[src/rtl/link_pkg.sv]
// Shared types for the req/ack byte link.
// State encoding and byte width.
package link_pkg;

  localparam int BYTE_W = 8;

  typedef enum logic [1:0] {
    REL    = 2'd0,
    IDLE   = 2'd1,
    ACK_HI = 2'd2,
    DONE   = 2'd3
  } state_e;

endpackage

[src/rtl/link_resp_buf_if.sv]
// Byte link + drain stream bundle.
// master drives req/data/out_ready/clr.
interface link_resp_buf_if;
  import link_pkg::*;

  logic              req;
  logic [BYTE_W-1:0] data;
  logic              ack;
  logic              out_valid;
  logic [BYTE_W-1:0] out_data;
  logic              out_ready;
  logic              clr;
  logic [BYTE_W-1:0] last_byte;
  logic [BYTE_W-1:0] byte_count;
  logic              done;
  logic              err;

  modport master (
    output req, data, out_ready, clr,
    input  ack, out_valid, out_data,
    input  last_byte, byte_count, done, err
  );

  modport slave (
    input  req, data, out_ready, clr,
    output ack, out_valid, out_data,
    output last_byte, byte_count, done, err
  );

endinterface

[src/rtl/link_sync_fifo.sv]
// Single-clock FIFO with flush.
// Head reads as zero while empty.
module link_sync_fifo #(
  parameter  int DEPTH = 4,
  parameter  int W     = 8,
  localparam int AW    = $clog2(DEPTH),
  localparam int CW    = AW + 1
) (
  input  logic          clk,
  input  logic          rst,
  input  logic          flush,
  input  logic          push,
  input  logic [W-1:0]  wdata,
  input  logic          pop,
  output logic [W-1:0]  rdata,
  output logic          full,
  output logic          empty,
  output logic [CW-1:0] count
);

  logic [W-1:0]  mem [DEPTH];
  logic [AW-1:0] wp_q, rp_q;
  logic [CW-1:0] cnt_q;
  logic          do_push, do_pop;

  assign full    = cnt_q == CW'(DEPTH);
  assign empty   = cnt_q == '0;
  assign count   = cnt_q;
  assign do_push = push && !full && !flush;
  assign do_pop  = pop && !empty && !flush;
  assign rdata   = empty ? '0 : mem[rp_q];

  // Storage write; contents need no reset
  always_ff @(posedge clk) begin
    if (do_push) mem[wp_q] <= wdata;
  end

  // Pointers and occupancy
  always_ff @(posedge clk or negedge rst) begin
    if (!rst) begin
      wp_q  <= '0;
      rp_q  <= '0;
      cnt_q <= '0;
    end else if (flush) begin
      wp_q  <= '0;
      rp_q  <= '0;
      cnt_q <= '0;
    end else begin
      if (do_push) wp_q <= wp_q + AW'(1);
      if (do_pop)  rp_q <= rp_q + AW'(1);
      unique case ({do_push, do_pop})
        2'b10:   cnt_q <= cnt_q + CW'(1);
        2'b01:   cnt_q <= cnt_q - CW'(1);
        default: cnt_q <= cnt_q;
      endcase
    end
  end

endmodule

[src/rtl/link_resp_buf.sv]
// Responder end of the 4-phase byte link.
// Captures bytes into a FIFO, tracks packet.
module link_resp_buf
  import link_pkg::*;
#(
  parameter int DEPTH   = 4,
  parameter int PKT_LEN = 4
) (
  input logic            clk,
  input logic            rst,
  link_resp_buf_if.slave lk
);

  localparam int CW = $clog2(DEPTH) + 1;

  state_e            state_q, state_d;
  logic [BYTE_W-1:0] cnt_q, last_q;
  logic              err_q;
  logic              push, pop, err_set;
  logic              ack, done;
  logic              fifo_full, fifo_empty;
  logic [CW-1:0]     fifo_cnt;
  logic [BYTE_W-1:0] head;
  logic              pkt_end;

  assign pkt_end = cnt_q == BYTE_W'(PKT_LEN);

  // Handshake state register
  always_ff @(posedge clk or negedge rst) begin
    if (!rst) state_q <= REL;
    else      state_q <= state_d;
  end

  // Next-state; clr overrides everything
  always_comb begin
    state_d = state_q;
    if (lk.clr) begin
      state_d = lk.req ? REL : IDLE;
    end else begin
      unique case (state_q)
        REL:    if (!lk.req) state_d = IDLE;
        IDLE:   if (lk.req && !fifo_full) state_d = ACK_HI;
        ACK_HI: if (!lk.req) state_d = pkt_end ? DONE : IDLE;
        DONE:   state_d = DONE;
      endcase
    end
  end

  // Decoded outputs and strobes
  always_comb begin
    ack     = 1'b0;
    done    = 1'b0;
    push    = 1'b0;
    err_set = 1'b0;
    unique case (1'b1)
      state_q == ACK_HI: ack = 1'b1;
      state_q == DONE: begin
        done    = 1'b1;
        err_set = lk.req && !lk.clr;
      end
      state_q == IDLE:
        push = lk.req && !fifo_full && !lk.clr;
      default: ;
    endcase
    pop = lk.out_ready && !fifo_empty;
  end

  // Packet counter, last byte, sticky error
  always_ff @(posedge clk or negedge rst) begin
    if (!rst) begin
      cnt_q  <= '0;
      last_q <= '0;
      err_q  <= 1'b0;
    end else if (lk.clr) begin
      cnt_q <= '0;
      err_q <= 1'b0;
    end else begin
      if (push) begin
        cnt_q  <= cnt_q + BYTE_W'(1);
        last_q <= lk.data;
      end
      if (err_set) err_q <= 1'b1;
    end
  end

  link_sync_fifo #(
    .DEPTH (DEPTH),
    .W     (BYTE_W)
  ) u_fifo (
    .clk   (clk),
    .rst   (rst),
    .flush (lk.clr),
    .push  (push),
    .wdata (lk.data),
    .pop   (pop),
    .rdata (head),
    .full  (fifo_full),
    .empty (fifo_empty),
    .count (fifo_cnt)
  );

  assign lk.ack        = ack;
  assign lk.done       = done;
  assign lk.err        = err_q;
  assign lk.out_valid  = fifo_cnt != '0;
  assign lk.out_data   = head;
  assign lk.last_byte  = last_q;
  assign lk.byte_count = cnt_q;

endmodule
[src/flat_wrapper.sv]
// flat-port wrapper written by rule: the top's interface ports become plain ports
module link_resp_buf_flat import link_pkg::*;
#(
  parameter int DEPTH   = 4,
  parameter int PKT_LEN = 4
)
  (clk, rst, lk_req, lk_data, lk_out_ready, lk_clr, lk_ack, lk_out_valid, lk_out_data, lk_last_byte, lk_byte_count, lk_done, lk_err);
  link_resp_buf_if lk_i ();
  input logic clk;
  input logic rst;
  input wire logic [$bits(lk_i.req)-1:0] lk_req;
  input wire logic [$bits(lk_i.data)-1:0] lk_data;
  input wire logic [$bits(lk_i.out_ready)-1:0] lk_out_ready;
  input wire logic [$bits(lk_i.clr)-1:0] lk_clr;
  output wire logic [$bits(lk_i.ack)-1:0] lk_ack;
  output wire logic [$bits(lk_i.out_valid)-1:0] lk_out_valid;
  output wire logic [$bits(lk_i.out_data)-1:0] lk_out_data;
  output wire logic [$bits(lk_i.last_byte)-1:0] lk_last_byte;
  output wire logic [$bits(lk_i.byte_count)-1:0] lk_byte_count;
  output wire logic [$bits(lk_i.done)-1:0] lk_done;
  output wire logic [$bits(lk_i.err)-1:0] lk_err;
  assign lk_i.req = lk_req;
  assign lk_i.data = lk_data;
  assign lk_i.out_ready = lk_out_ready;
  assign lk_i.clr = lk_clr;
  assign lk_ack = lk_i.ack;
  assign lk_out_valid = lk_i.out_valid;
  assign lk_out_data = lk_i.out_data;
  assign lk_last_byte = lk_i.last_byte;
  assign lk_byte_count = lk_i.byte_count;
  assign lk_done = lk_i.done;
  assign lk_err = lk_i.err;
  link_resp_buf #(.DEPTH(DEPTH), .PKT_LEN(PKT_LEN)) u_core (.clk(clk), .rst(rst), .lk(lk_i));
endmodule
[config.mk]
export PLATFORM = sky130hd
export DESIGN_NAME = link_resp_buf_flat
export DESIGN_NICKNAME = d
export VERILOG_FILES = /design/src/rtl/link_pkg.sv /design/src/rtl/link_resp_buf_if.sv /design/src/rtl/link_sync_fifo.sv /design/src/rtl/link_resp_buf.sv /design/src/flat_wrapper.sv
export SDC_FILE = /design/constraint.sdc
export NUM_CORES = 1
export LEC_CHECK = 0
export CAP_MARGIN = 10
export CORE_MARGIN = 8
export CORE_UTILIZATION = 53
export DETAILED_ROUTE_END_ITERATION = 6
export PLACE_DENSITY = 0.8
export SYNTH_ARGS = -nofsm -noshare
export SYNTH_HDL_FRONTEND = slang
export SYNTH_SLANG_ARGS = --single-unit
[constraint.sdc]
create_clock -name clk -period 2.27 [get_ports clk]
set_clock_uncertainty 0.05 [all_clocks]
set_input_delay 0.454 -clock clk [delete_from_list [all_inputs] [get_ports clk]]
set_output_delay 0.454 -clock clk [all_outputs]
set_load 0.01 [all_outputs]
==> qor.csv <==
metric,value,unit
final.period_utilization,96.6,%
mappedNetlistNets,198,
filler_cell_count,288,
syn-cell-area,2610,sq um
critPathSlowestCell,or3_4,
root_buffer,clkbuf_8,
grt_use_total,16.8,%
port-buffer-count,40,
syn_inst,178,
layout.cells.most_common,edfxtp_1,
ys_types,41,
place_congestion,0.806,
crit_path_max_incr_delay,460,ps
final_antenna_net_count,0,
postCtsHoldBufs,0,
worst-slew-pin-transition,396,ps
design.final.nets,269,
remaining_drc_errors,0,
final.min_clock_period,2190,ps
overall_routed_net_length,5830,um
core_area,4720,sq um
seq_area_frac_synth,61.7,%
crit_fanout,7,
critical_path.endpoint_type,output port,
final_cell_mix,"32 x edfxtp_1, 31 x clkdlybuf4s50_1, 26 x buf_4",
dominantRegCellSynth,edfxtp_1,
max_slew_violations,0,
hpwl,3970,um
timing.critical_path.arrival,1690,ps
drt_iter0_markers,80,
die_h,86.2,um
antenna_found_initial,0,
overall_overflow_remaining_after_global_route,0,
timing.critical_path.from_type,flop,
area_overhead_vs_synth,34.5,%
worst_skew_pair.late_latency,340,ps
max_ir_drop_vdd,750,uV
power.static_leakage,0.00139,uW
vias_per_cell,5.28,
worst_r2r_path_depth,7,
hold_slack,432,ps
status,completed,
cts_max_level,3,
rrSetupSlack,160,ps
vias_in_the_first_global_route,1870,
insertedDiodeCount,0,
vias,1695,
tritoncts,built,
worstPathRequired,1770,ps
placementRows,25,
ys_warns,0,
cell_area_power_density,1130,nW/um^2
max-clock-path-buffers,2,
relSlewSlack,73.5,%
synth_enable_flop_cells,32,
maxCapViolations,0,
die_width,86.2,um
critical_path.cell_chain,"or3_4, buf_4, and2_1, buf_2",
wire_per_inst,18.2,um
hold_viol,0,
clock_sinks,58,
min-delay-path-class,in -> async,
fmax,0.456,GHz
floorplan.io_pins,41,
synth-seq-cells,58,
grt_setup_unrepaired,no,
grt_pass1_wl,9430,um
worstSetupPathType,reg -> out,
report.power.total,3980,uW
initial_core_util,55.3,%
clkTransAtPathRegs,70,ps
cts_inserted_buffers,9,
drt_first_pass_iters,5,
post_synth.cell_area_avg,14.7,sq um
synth_async_sr_flop_share,44.8,%
drive_above_1_share,30.7,%
finalSetupViolCount,0,
largest_net_degree_at_the_start_of_global_routing,27,
die_area,7430,sq um
==> Yosys cell counts (2+ instances only) <==
cell	n	area, sq um
a21oi_1	4	20.0
and2_1	13	81.3
buf_4	2	15.0
clkbuf_1	3	11.3
dfrtp_1	26	651
edfxtp_1	32	961
ha_1	6	75.1
inv_1	4	15.0
mux2_1	2	22.5
mux2_2	8	90.1
mux4_2	8	180
nand2_1	6	22.5
nand2b_1	3	18.8
nand3_1	2	10.0
nand3b_1	2	15.0
nor2_1	15	56.3
nor2b_1	3	18.8
nor3b_1	2	15.0
nor4b_2	2	30.0
o21ai_0	4	20.0
or3_1	3	18.8
xnor2_1	7	61.3
xor2_1	3	26.3
==> layout make-up <==
class / instances / area (sq um) / area share (%)
repair buffers: 68 / 581 / 16.5
clock inverters: 5 / 125 / 3.56
multi-input cells: 108 / 952 / 27.1
well taps: 67 / 83.8 / 2.39
flip-flops and latches: 58 / 1610 / 46.0
clock buffers: 11 / 141 / 4.03
inverters: 4 / 15.0 / 0.428
==> cell families (layout without fill, tap and decap cells) <==
family	count (synthesis)	after routing	share of synthesized area, %
and+or+nand+nor	60	60	14.5
DFF	58	58	61.7
muxes	19	19	11.6
AOI/OAI and AO/OA	12	12	2.88
buffers and inverters	12	88	2.35
xor gates and xnor gates	10	10	3.35
adders and majority gates	7	7	3.64
==> critical path, delay by kind of cell (launching register included) <==
kind          cells  cell delay (ps)
buf+inv           2              320
flops             1              440
simple gates      2              600
==> path summary, 6_finish.rpt <==
kind                                         from                endpoint
min                                           rst  u_core.lk.last_byte[2]
max in group asynchronous                     rst  u_core.u_fifo.count[0]
max reg2reg                u_core.u_fifo.count[1]  u_core.u_fifo.count[2]
min in group clk           u_core.lk.last_byte[4]  u_core.lk.last_byte[4]
max                        u_core.u_fifo.count[2]          lk_out_data[7]
min reg2reg                u_core.lk.last_byte[4]  u_core.lk.last_byte[4]
==> routing by layer <==
metal / vias to the layer above / track usage [%] / wire [um]
li1: 786 / - / -
met1: 855 / 18.1 / 2370
met2: 45 / 29.3 / 3090
met3: 9 / 5.20 / 296
met5: - / 0 / 0
met4: 0 / 8.45 / 73
==> power breakdown <==
| part | total, uW | internal, uW | switching (uW) |
|---|---|---|---|
| combinational | 1310 | 727 | 588 |
| clock | 1270 | 869 | 401 |
| sequential | 1400 | 1260 | 135 |
==> registers in the layout, summed over array words and instances, names as in the netlist <==
register              flops
u_core.lk.byte_count      8
u_core.lk.err             1
u_core.lk.last_byte       8
u_core.state_q            2
u_core.u_fifo.count       3
u_core.u_fifo.mem        32
u_core.u_fifo.rp_q        2
u_core.u_fifo.wp_q        2
==> per-stage QoR <==
stage          instance area [sq um]  utilization (%)  TNS, ps  worst slack [ps]  std cells
3_3_place_gp                    3240             68.5    -6390              -239        302
4_1_cts                         3530             74.7        0             0.973        321
3_5_place_dp                    3240             68.5    -7370              -260        302
2_1_floorplan                   2610                -        0               172        178
5_1_grt                         3510             74.4        0              7.33        321
6_report                        3510             74.4        0              76.1        321
==> timing repair <==
action,CTS,global route
pin swaps,1,0
buffers inserted,3,1
gates resized for setup,28,10
endpoints found under the setup margin,9,10
Note: power is estimated with default switching activity, not from simulation.
